### src/rtl/dac_stream_tx.sv
// ============================================================================
// dac_stream_tx : sample FIFO feeding a 16-bit SPI DAC frame serialiser
// Rev 1.0
// ============================================================================
`default_nettype none

module dac_stream_tx #(
  parameter int               DATA_W     = 12,
  parameter int               CMD_W      = 4,
  parameter logic [CMD_W-1:0] CMD        = 4'b0011,
  parameter int               FIFO_DEPTH = 8,
  parameter int               CLK_DIV    = 4,
  parameter int               GAP_CYC    = 8
) (
  input  logic                            clk_in,
  input  logic                            rst_in,
  input  logic                            wr_in,
  input  logic [DATA_W-1:0]               x_in,
  input  logic                            en_in,
  output logic                            full_out,
  output logic                            empty_out,
  output logic [$clog2(FIFO_DEPTH):0]     level_out,
  output logic                            ovf_out,
  output logic                            busy_out,
  output logic                            done_out,
  output logic                            dac_csn_out,
  output logic                            dac_sclk_out,
  output logic                            dac_mosi_out
);

  localparam int FRAME_W = CMD_W + DATA_W;
  localparam int PTR_W   = $clog2(FIFO_DEPTH);
  localparam int LVL_W   = PTR_W + 1;
  localparam int DIV_W   = $clog2(2 * CLK_DIV);
  localparam int BIT_W   = $clog2(FRAME_W);
  localparam int GAP_W   = $clog2(GAP_CYC + 1);

  localparam logic [DIV_W-1:0] DIV_LAST = DIV_W'(2 * CLK_DIV - 1);
  localparam logic [DIV_W-1:0] DIV_HALF = DIV_W'(CLK_DIV);
  localparam logic [BIT_W-1:0] BIT_LAST = BIT_W'(FRAME_W - 1);
  localparam logic [GAP_W-1:0] GAP_LAST = GAP_W'(GAP_CYC - 1);
  localparam logic [LVL_W-1:0] LVL_FULL = LVL_W'(FIFO_DEPTH);

  typedef enum logic [1:0] {
    S_IDLE  = 2'd0,
    S_LOAD  = 2'd1,
    S_SHIFT = 2'd2,
    S_GAP   = 2'd3
  } state_t;

  logic [DATA_W-1:0] mem_q [FIFO_DEPTH];

  state_t             state_q,  state_d;
  logic [PTR_W-1:0]   wr_ptr_q, wr_ptr_d;
  logic [PTR_W-1:0]   rd_ptr_q, rd_ptr_d;
  logic [LVL_W-1:0]   level_q,  level_d;
  logic               full_q,   full_d;
  logic               empty_q,  empty_d;
  logic               ovf_q,    ovf_d;
  logic               busy_q,   busy_d;
  logic               done_q,   done_d;
  logic               csn_q,    csn_d;
  logic               sclk_q,   sclk_d;
  logic               mosi_q,   mosi_d;
  logic [FRAME_W-1:0] shreg_q,  shreg_d;
  logic [DIV_W-1:0]   div_q,    div_d;
  logic [BIT_W-1:0]   bit_q,    bit_d;
  logic [GAP_W-1:0]   gap_q,    gap_d;

  logic               pop;
  logic               push;
  logic [DIV_W-1:0]   div_inc;

  // A full FIFO still accepts a write in the LOAD cycle because the pop frees a slot.
  always_comb begin
    pop      = (state_q == S_LOAD);
    push     = wr_in && ((level_q != LVL_FULL) || pop);
    wr_ptr_d = wr_ptr_q + PTR_W'(push);
    rd_ptr_d = rd_ptr_q + PTR_W'(pop);
    level_d  = level_q;
    case ({push, pop})
      2'b10:   level_d = level_q + LVL_W'(1);
      2'b01:   level_d = level_q - LVL_W'(1);
      default: level_d = level_q;
    endcase
    full_d  = (level_d == LVL_FULL);
    empty_d = (level_d == '0);
    ovf_d   = ovf_q | (wr_in & ~push);
  end

  always_comb begin
    state_d = state_q;
    csn_d   = csn_q;
    sclk_d  = sclk_q;
    mosi_d  = mosi_q;
    shreg_d = shreg_q;
    div_d   = div_q;
    bit_d   = bit_q;
    gap_d   = gap_q;
    done_d  = 1'b0;
    div_inc = div_q + DIV_W'(1);
    case (state_q)
      S_IDLE: begin
        csn_d  = 1'b1;
        sclk_d = 1'b0;
        if (en_in && !empty_q) state_d = S_LOAD;
      end
      S_LOAD: begin
        shreg_d = {CMD, mem_q[rd_ptr_q]};
        mosi_d  = CMD[CMD_W-1];
        csn_d   = 1'b0;
        sclk_d  = 1'b0;
        div_d   = '0;
        bit_d   = '0;
        state_d = S_SHIFT;
      end
      S_SHIFT: begin
        if (div_q == DIV_LAST) begin
          // End of a bit: sclk falls and mosi moves to the next bit together.
          div_d  = '0;
          sclk_d = 1'b0;
          if (bit_q == BIT_LAST) begin
            csn_d   = 1'b1;
            mosi_d  = 1'b0;
            done_d  = 1'b1;
            gap_d   = '0;
            state_d = S_GAP;
          end else begin
            bit_d   = bit_q + BIT_W'(1);
            shreg_d = {shreg_q[FRAME_W-2:0], 1'b0};
            mosi_d  = shreg_q[FRAME_W-2];
          end
        end else begin
          div_d  = div_inc;
          sclk_d = (div_inc >= DIV_HALF);
        end
      end
      S_GAP: begin
        csn_d  = 1'b1;
        sclk_d = 1'b0;
        if (gap_q == GAP_LAST) state_d = S_IDLE;
        else                   gap_d   = gap_q + GAP_W'(1);
      end
      default: state_d = S_IDLE;
    endcase
    busy_d = (state_d != S_IDLE);
  end

  always_ff @(posedge clk_in) begin
    if (push) mem_q[wr_ptr_q] <= x_in;
  end

  always_ff @(posedge clk_in or negedge rst_in) begin
    if (!rst_in) begin
      state_q  <= S_IDLE;
      wr_ptr_q <= '0;
      rd_ptr_q <= '0;
      level_q  <= '0;
      full_q   <= 1'b0;
      empty_q  <= 1'b1;
      ovf_q    <= 1'b0;
      busy_q   <= 1'b0;
      done_q   <= 1'b0;
      csn_q    <= 1'b1;
      sclk_q   <= 1'b0;
      mosi_q   <= 1'b0;
      shreg_q  <= '0;
      div_q    <= '0;
      bit_q    <= '0;
      gap_q    <= '0;
    end else begin
      state_q  <= state_d;
      wr_ptr_q <= wr_ptr_d;
      rd_ptr_q <= rd_ptr_d;
      level_q  <= level_d;
      full_q   <= full_d;
      empty_q  <= empty_d;
      ovf_q    <= ovf_d;
      busy_q   <= busy_d;
      done_q   <= done_d;
      csn_q    <= csn_d;
      sclk_q   <= sclk_d;
      mosi_q   <= mosi_d;
      shreg_q  <= shreg_d;
      div_q    <= div_d;
      bit_q    <= bit_d;
      gap_q    <= gap_d;
    end
  end

  assign full_out     = full_q;
  assign empty_out    = empty_q;
  assign level_out    = level_q;
  assign ovf_out      = ovf_q;
  assign busy_out     = busy_q;
  assign done_out     = done_q;
  assign dac_csn_out  = csn_q;
  assign dac_sclk_out = sclk_q;
  assign dac_mosi_out = mosi_q;

endmodule

`default_nettype wire

### config.mk
export PLATFORM = sky130hd
export DESIGN_NAME = dac_stream_tx
export DESIGN_NICKNAME = d
export VERILOG_FILES = /design/src/rtl/dac_stream_tx.sv
export SDC_FILE = /design/constraint.sdc
export NUM_CORES = 1
export LEC_CHECK = 0
export ABC_AREA = 1
export BUFFER_PORTS_ARGS = -buffer_cell sky130_fd_sc_hd__buf_2
export CORE_UTILIZATION = 50
export DETAILED_ROUTE_END_ITERATION = 8
export PLACE_DENSITY = 0.66
export SYNTH_ARGS = -nofsm -noshare
export SYNTH_HDL_FRONTEND = slang
export SYNTH_SLANG_ARGS = --single-unit
### constraint.sdc
create_clock -name clk_in -period 2.4 [get_ports clk_in]
set_input_delay 0.36 -clock clk_in [delete_from_list [all_inputs] [get_ports clk_in]]
set_output_delay 0.36 -clock clk_in [all_outputs]
set_load 0.05 [all_outputs]
* Yosys cells after proc, flatten, opt, wreduce, memory -nomap -nowiden
Memory sizes are Yosys's and may differ from the RTL's. Index checks and enable logic that the tools add are counted.
Word-level totals: register bits after elaboration 46, RAM bits 96, bits of input ports 16, output and inout bits 12, logic and storage cells 88, memories kept 1
Cells by class: $add $sub $neg 7, $lt $le $gt $ge 1, equality and inequality tests 14, mux-type cells 31, bitwise operators 3, reductions and logical operators 15
Memories:
- mem_q | words 8, bits a word 12, read ports 1, clocked after memory_dff 0, write ports 1, line 51 | logic [DATA_W-1:0] mem_q [FIFO_DEPTH];
Operators with widths (count):
- two-way mux 15 bit | 2
- one-hot mux 15 bit (2 select lines) | 1
- one-hot mux 4 bit (2 select lines) | 3
- two-way mux 4 bit | 5
- adder 4 x 1 -> 4 bit (second input constant) | 3
- two-way mux 1 bit | 10
- equality test 4 bit (second input constant) | 2
- two-way mux 2 bit | 4
- inequality test 2 bit (second input constant) | 4
- one-hot mux 2 bit (4 select lines) | 1
- adder 3 x 1 -> 3 bit | 2
- equality test 2 bit (second input constant) | 3
- one-hot mux 3 bit (2 select lines) | 1
- nonzero test 2 bit | 3
- equality test 2 x 1 -> 1 bit (second input constant) | 2
- equality test 4 x 3 -> 1 bit (second input constant) | 1
- logical NOT 4 bit | 1
- inequality test 4 bit (second input constant) | 1
- one-hot mux 1 bit (2 select lines) | 2
- AND reduction 2 bit | 2
- AND reduction 4 bit | 1
- subtractor 4 x 1 -> 4 bit (second input constant) | 1
- adder 3 x 1 -> 3 bit (second input constant) | 1
- equality test 3 bit (second input constant) | 1
- other kinds (13) | 14

* Longest topological paths before layout
depth after elaboration 6, depth in mapped cells 15, gate-level depth less buffers 14

* Worst setup path after synthesis
OpenSTA, ideal clock, no wires.
path type flip-flop to flip-flop, from register level_q[0] (netlist: level_out[0]), to memory mem_q[0][0] (enable), library setup time 0.380 ns, arrival 1.755 ns, required time 2.020 ns, setup slack 0.264 ns, stages on the path, launching flop included 7, path buffers 0, clock period less this slack 2.136 ns, cell sequence dfrtp_1 nor2_1 nand2_1 nor2_1 nor2_1 nand2_1 nor2_1
On the way: cells in the longest elaborated chain, start to end 5
RTL lines:
- start, declared | line 56 | logic [LVL_W-1:0] level_q, level_d;
- start signal, assigned | line 175 | level_q <= level_d;
- inequality test 4 bit | line 77 | push = wr_in && ((level_q != LVL_FULL) || pop);
- logical OR 1 bit | line 77
- logical AND 1 bit | line 77
- two-way mux 1 bit | line 150 | if (push) mem_q[wr_ptr_q] <= x_in;
- two-way mux 1 bit (implied by the code) | line 150
- end, declared | line 51
Every way passes these cells.

* Final worst setup path
from register state_q[1], to memory mem_q[2][1] (enable)
On the way: cells in the longest elaborated chain, start to end 5
RTL lines:
- start, declared | line 53 | state_t state_q, state_d;
- start signal, assigned | line 172 | state_q <= state_d;
- equality test 2 x 1 -> 1 bit | line 76 | pop = (state_q == S_LOAD);
- logical OR 1 bit | line 77
- logical AND 1 bit | line 77
- two-way mux 1 bit | line 150
- two-way mux 1 bit (implied by the code) | line 150
Every way passes these cells.

==> qor.yml <==
period_share_pct: 88.3
synth-simple-area-share_pct: 15.7
ys_types: 38
hpwl_um: 8040
fmax_mhz: 472
yosys_warnings: 0
numCtsBuffers: 17
multiInputGateArea_sq_um: 1840
grt_max_degree: 50
die_width_um: 113
synth_top_family_by_area: "simple AND/OR/NAND/NOR gates"
drc: 0
synthArstFlopShare_pct: 32.4
crit_path_max_fanout: 12
core-area_sq_um: 12000
antenna_found_initial: 0
clock_sinks: 142
cp-end-kind: "flop"
drv_cap: 0
grt_pass1_wl_um: 20000
synth_edf_count: 96
rsz0062_at_grt: "false"
synthXorXnorAreaFrac_pct: 0.853
drtIter0Drc: 261
cp-start-kind: "flop"
synth_compound_area_share_pct: 9.59
nets: 649
fin_area_sq_um: 7070
p_per_area_nw_per_um2: 908
die_y_um: 113
synth_seq_cells: 142
crit_type: "flop to flop"
syn_nets: 603
cts.path.max_buffers: 2
ys.flop_type: "edfxtp_1"
worst_slew_pin_slew_ns: 0.744
htreeDepth: 4
gp_congestion: 0.802
period_minus_slack_ns: 2.12
vias_per_cell: 5.31
root_buffer: "clkbuf_16"
syn_inst: 570
numPortBuffers: 27
drive_gt1_share_pct: 14.5
dr.pass1.iters: 4
clk_pin_slew_ns: 0.06
final.fill_count: 1007
initial_utilization_pct: 51.3
clock_latency_ns: 0.42
die_area_sq_um: 12800
cts_resized: 0
synthAdderAreaFrac_pct: 3.58
cts_tree: "yes"
synthMuxAreaShare_pct: 0.163
outcome: "finished, final reports clean"
first_global_vias: 4172
vdd_drop_max_mv: 0.819
cts_hold_buffers: 1
syn_to_final_growth_pct: 14.8
synth_area_sq_um: 6160
avgSynthCellArea_sq_um: 10.8
seqCellArea_sq_um: 4040
num_vias: 4119
cp.required_ns: 2.50
grt_overflow: 0
wire_per_inst_um: 15.5
finalClockSkew_ns: 0.00781
fin_setup_tns_ns: 0
wl_um: 12000
hold_violations: 0
dpl_cell_area_sq_um: 6490
hp-class: "input port to flop"
arrival_ns: 2.22
antenna_left: 0
antenna_cells: 0
leakage_uw: 0.00288
synth-seq-area-share_pct: 65.5
ioPinCount: 28
grt_usage_pct: 20.9
drv_slew: 0
relSlewSlack_pct: 50.3
row_count: 40
postCtsSetupRepairBufs: 0
setup_violations: 0
-- report_power, final --
part	switching [uW]	internal, uW
Sequential	132	2940
Combinational	577	250
Clock	988	1530
Total	1700	4730
-- path summary, 6_finish.rpt --
check | from | endpoint | slack (ns) | cells past startpoint
worst max-delay path | state_q[1] | mem_q[2][1] | 0.28 | 7
worst min-delay path | wr_in | ovf_out | 0.22 | 2
max in group asynchronous | rst_in | shreg_q[12] | 1.23 | 3
min in group asynchronous | rst_in | shreg_q[9] | 0.48 | 2
worst max register to register | state_q[1] | mem_q[2][1] | 0.28 | 7
worst min register to register | ovf_out | ovf_out | 0.47 | 1
-- critical path, cell delays in order (launching register included) --
cell and delay (ns):
dfrtp_1 0.42, inv_1 0.13, ha_1 0.28, nor2_1 0.10, nor2_1 0.31, nand2_1 0.19
nor2_1 0.13, buf_4 0.25
-- sequential cells by signal (all words and copies together), names as in the netlist --
register      cells
mem_q            96
shreg_q          15
bit_q             4
gap_q             4
level_out         4
div_q             3
rd_ptr_q          3
wr_ptr_q          3
state_q           2
busy_out          1
dac_csn_out       1
dac_mosi_out      1
dac_sclk_out      1
done_out          1
empty_out         1
full_out          1
ovf_out           1
-- cell families (layout without fill, tap and decap cells) --
kind of cell	after synthesis	count (layout)
adder cells (fa/ha/maj)	17	17
flip-flops	142	142
AND/OR/NAND/NOR	239	239
AO/OA/AOI/OAI	106	106
multiplexers	1	1
XOR/XNOR	6	6
buffers and inverters	59	118
-- area by class of cell --
type	instances	area share, %
inverter	37	1.96
tap	147	2.60
multi-input combinational	369	26.0
clock inverter	13	1.96
clock buffer	19	6.12
timing repair buffer	49	4.28
sequential	142	57.1
-- stage by stage --
stage	hold slack, ns	power, uW	worst slack [ns]	instances	util (%)
after floorplan	0.0644	3640	0.264	570	-
after global placement	0.390	3920	0.387	743	54.0
after detailed placement	0.398	3950	0.306	743	54.0
after CTS	0.203	6470	0.281	776	58.9
after global routing	0.201	6710	0.0869	776	58.9
final	0.216	6420	0.281	776	58.9
-- per-layer routing --
metal	GRT usage (%)	routed length [um]	vias up
li1	-	-	2029
met5	0	0	-
met2	35.0	6080	83
met3	5.84	387	20
met4	7.54	215	0
met1	26.3	5330	1987
-- layout by cell type, fill, tap and decap left out, types with 3 or more instances in the layout --
cell type	synthesis	layout
nand2_1	107	107
nor2_1	100	100
edfxtp_1	96	96
o21ai_0	72	72
dfrtp_1	44	44
inv_1	33	33
buf_2	8	27
nand3_1	22	22
buf_4	4	21
clkbuf_16	0	17
ha_1	16	16
o211ai_1	14	14
o21ai_1	9	9
xor2_1	4	4
clkinv_4	0	4
inv_2	3	3
clkinv_2	0	3
-- synthesized netlist by cell type (2+ instances only) --
cell type / number / area share (%)
nand2_1: 107 / 6.5
nor2_1: 100 / 6.1
edfxtp_1: 96 / 47
o21ai_0: 72 / 5.9
dfrtp_1: 44 / 18
inv_1: 33 / 2.0
nand3_1: 22 / 1.8
ha_1: 16 / 3.3
o211ai_1: 14 / 1.7
o21ai_1: 9 / 0.73
buf_2: 8 / 0.65
buf_6: 5 / 0.91
clkbuf_1: 5 / 0.30
buf_4: 4 / 0.49
xor2_1: 4 / 0.57
inv_2: 3 / 0.18
a21oi_1: 2 / 0.16
dfstp_2: 2 / 0.85
nand3b_1: 2 / 0.24
nor2_2: 2 / 0.20
o22ai_1: 2 / 0.20
xnor2_1: 2 / 0.28
Note: power is estimated with default switching activity, not from simulation.
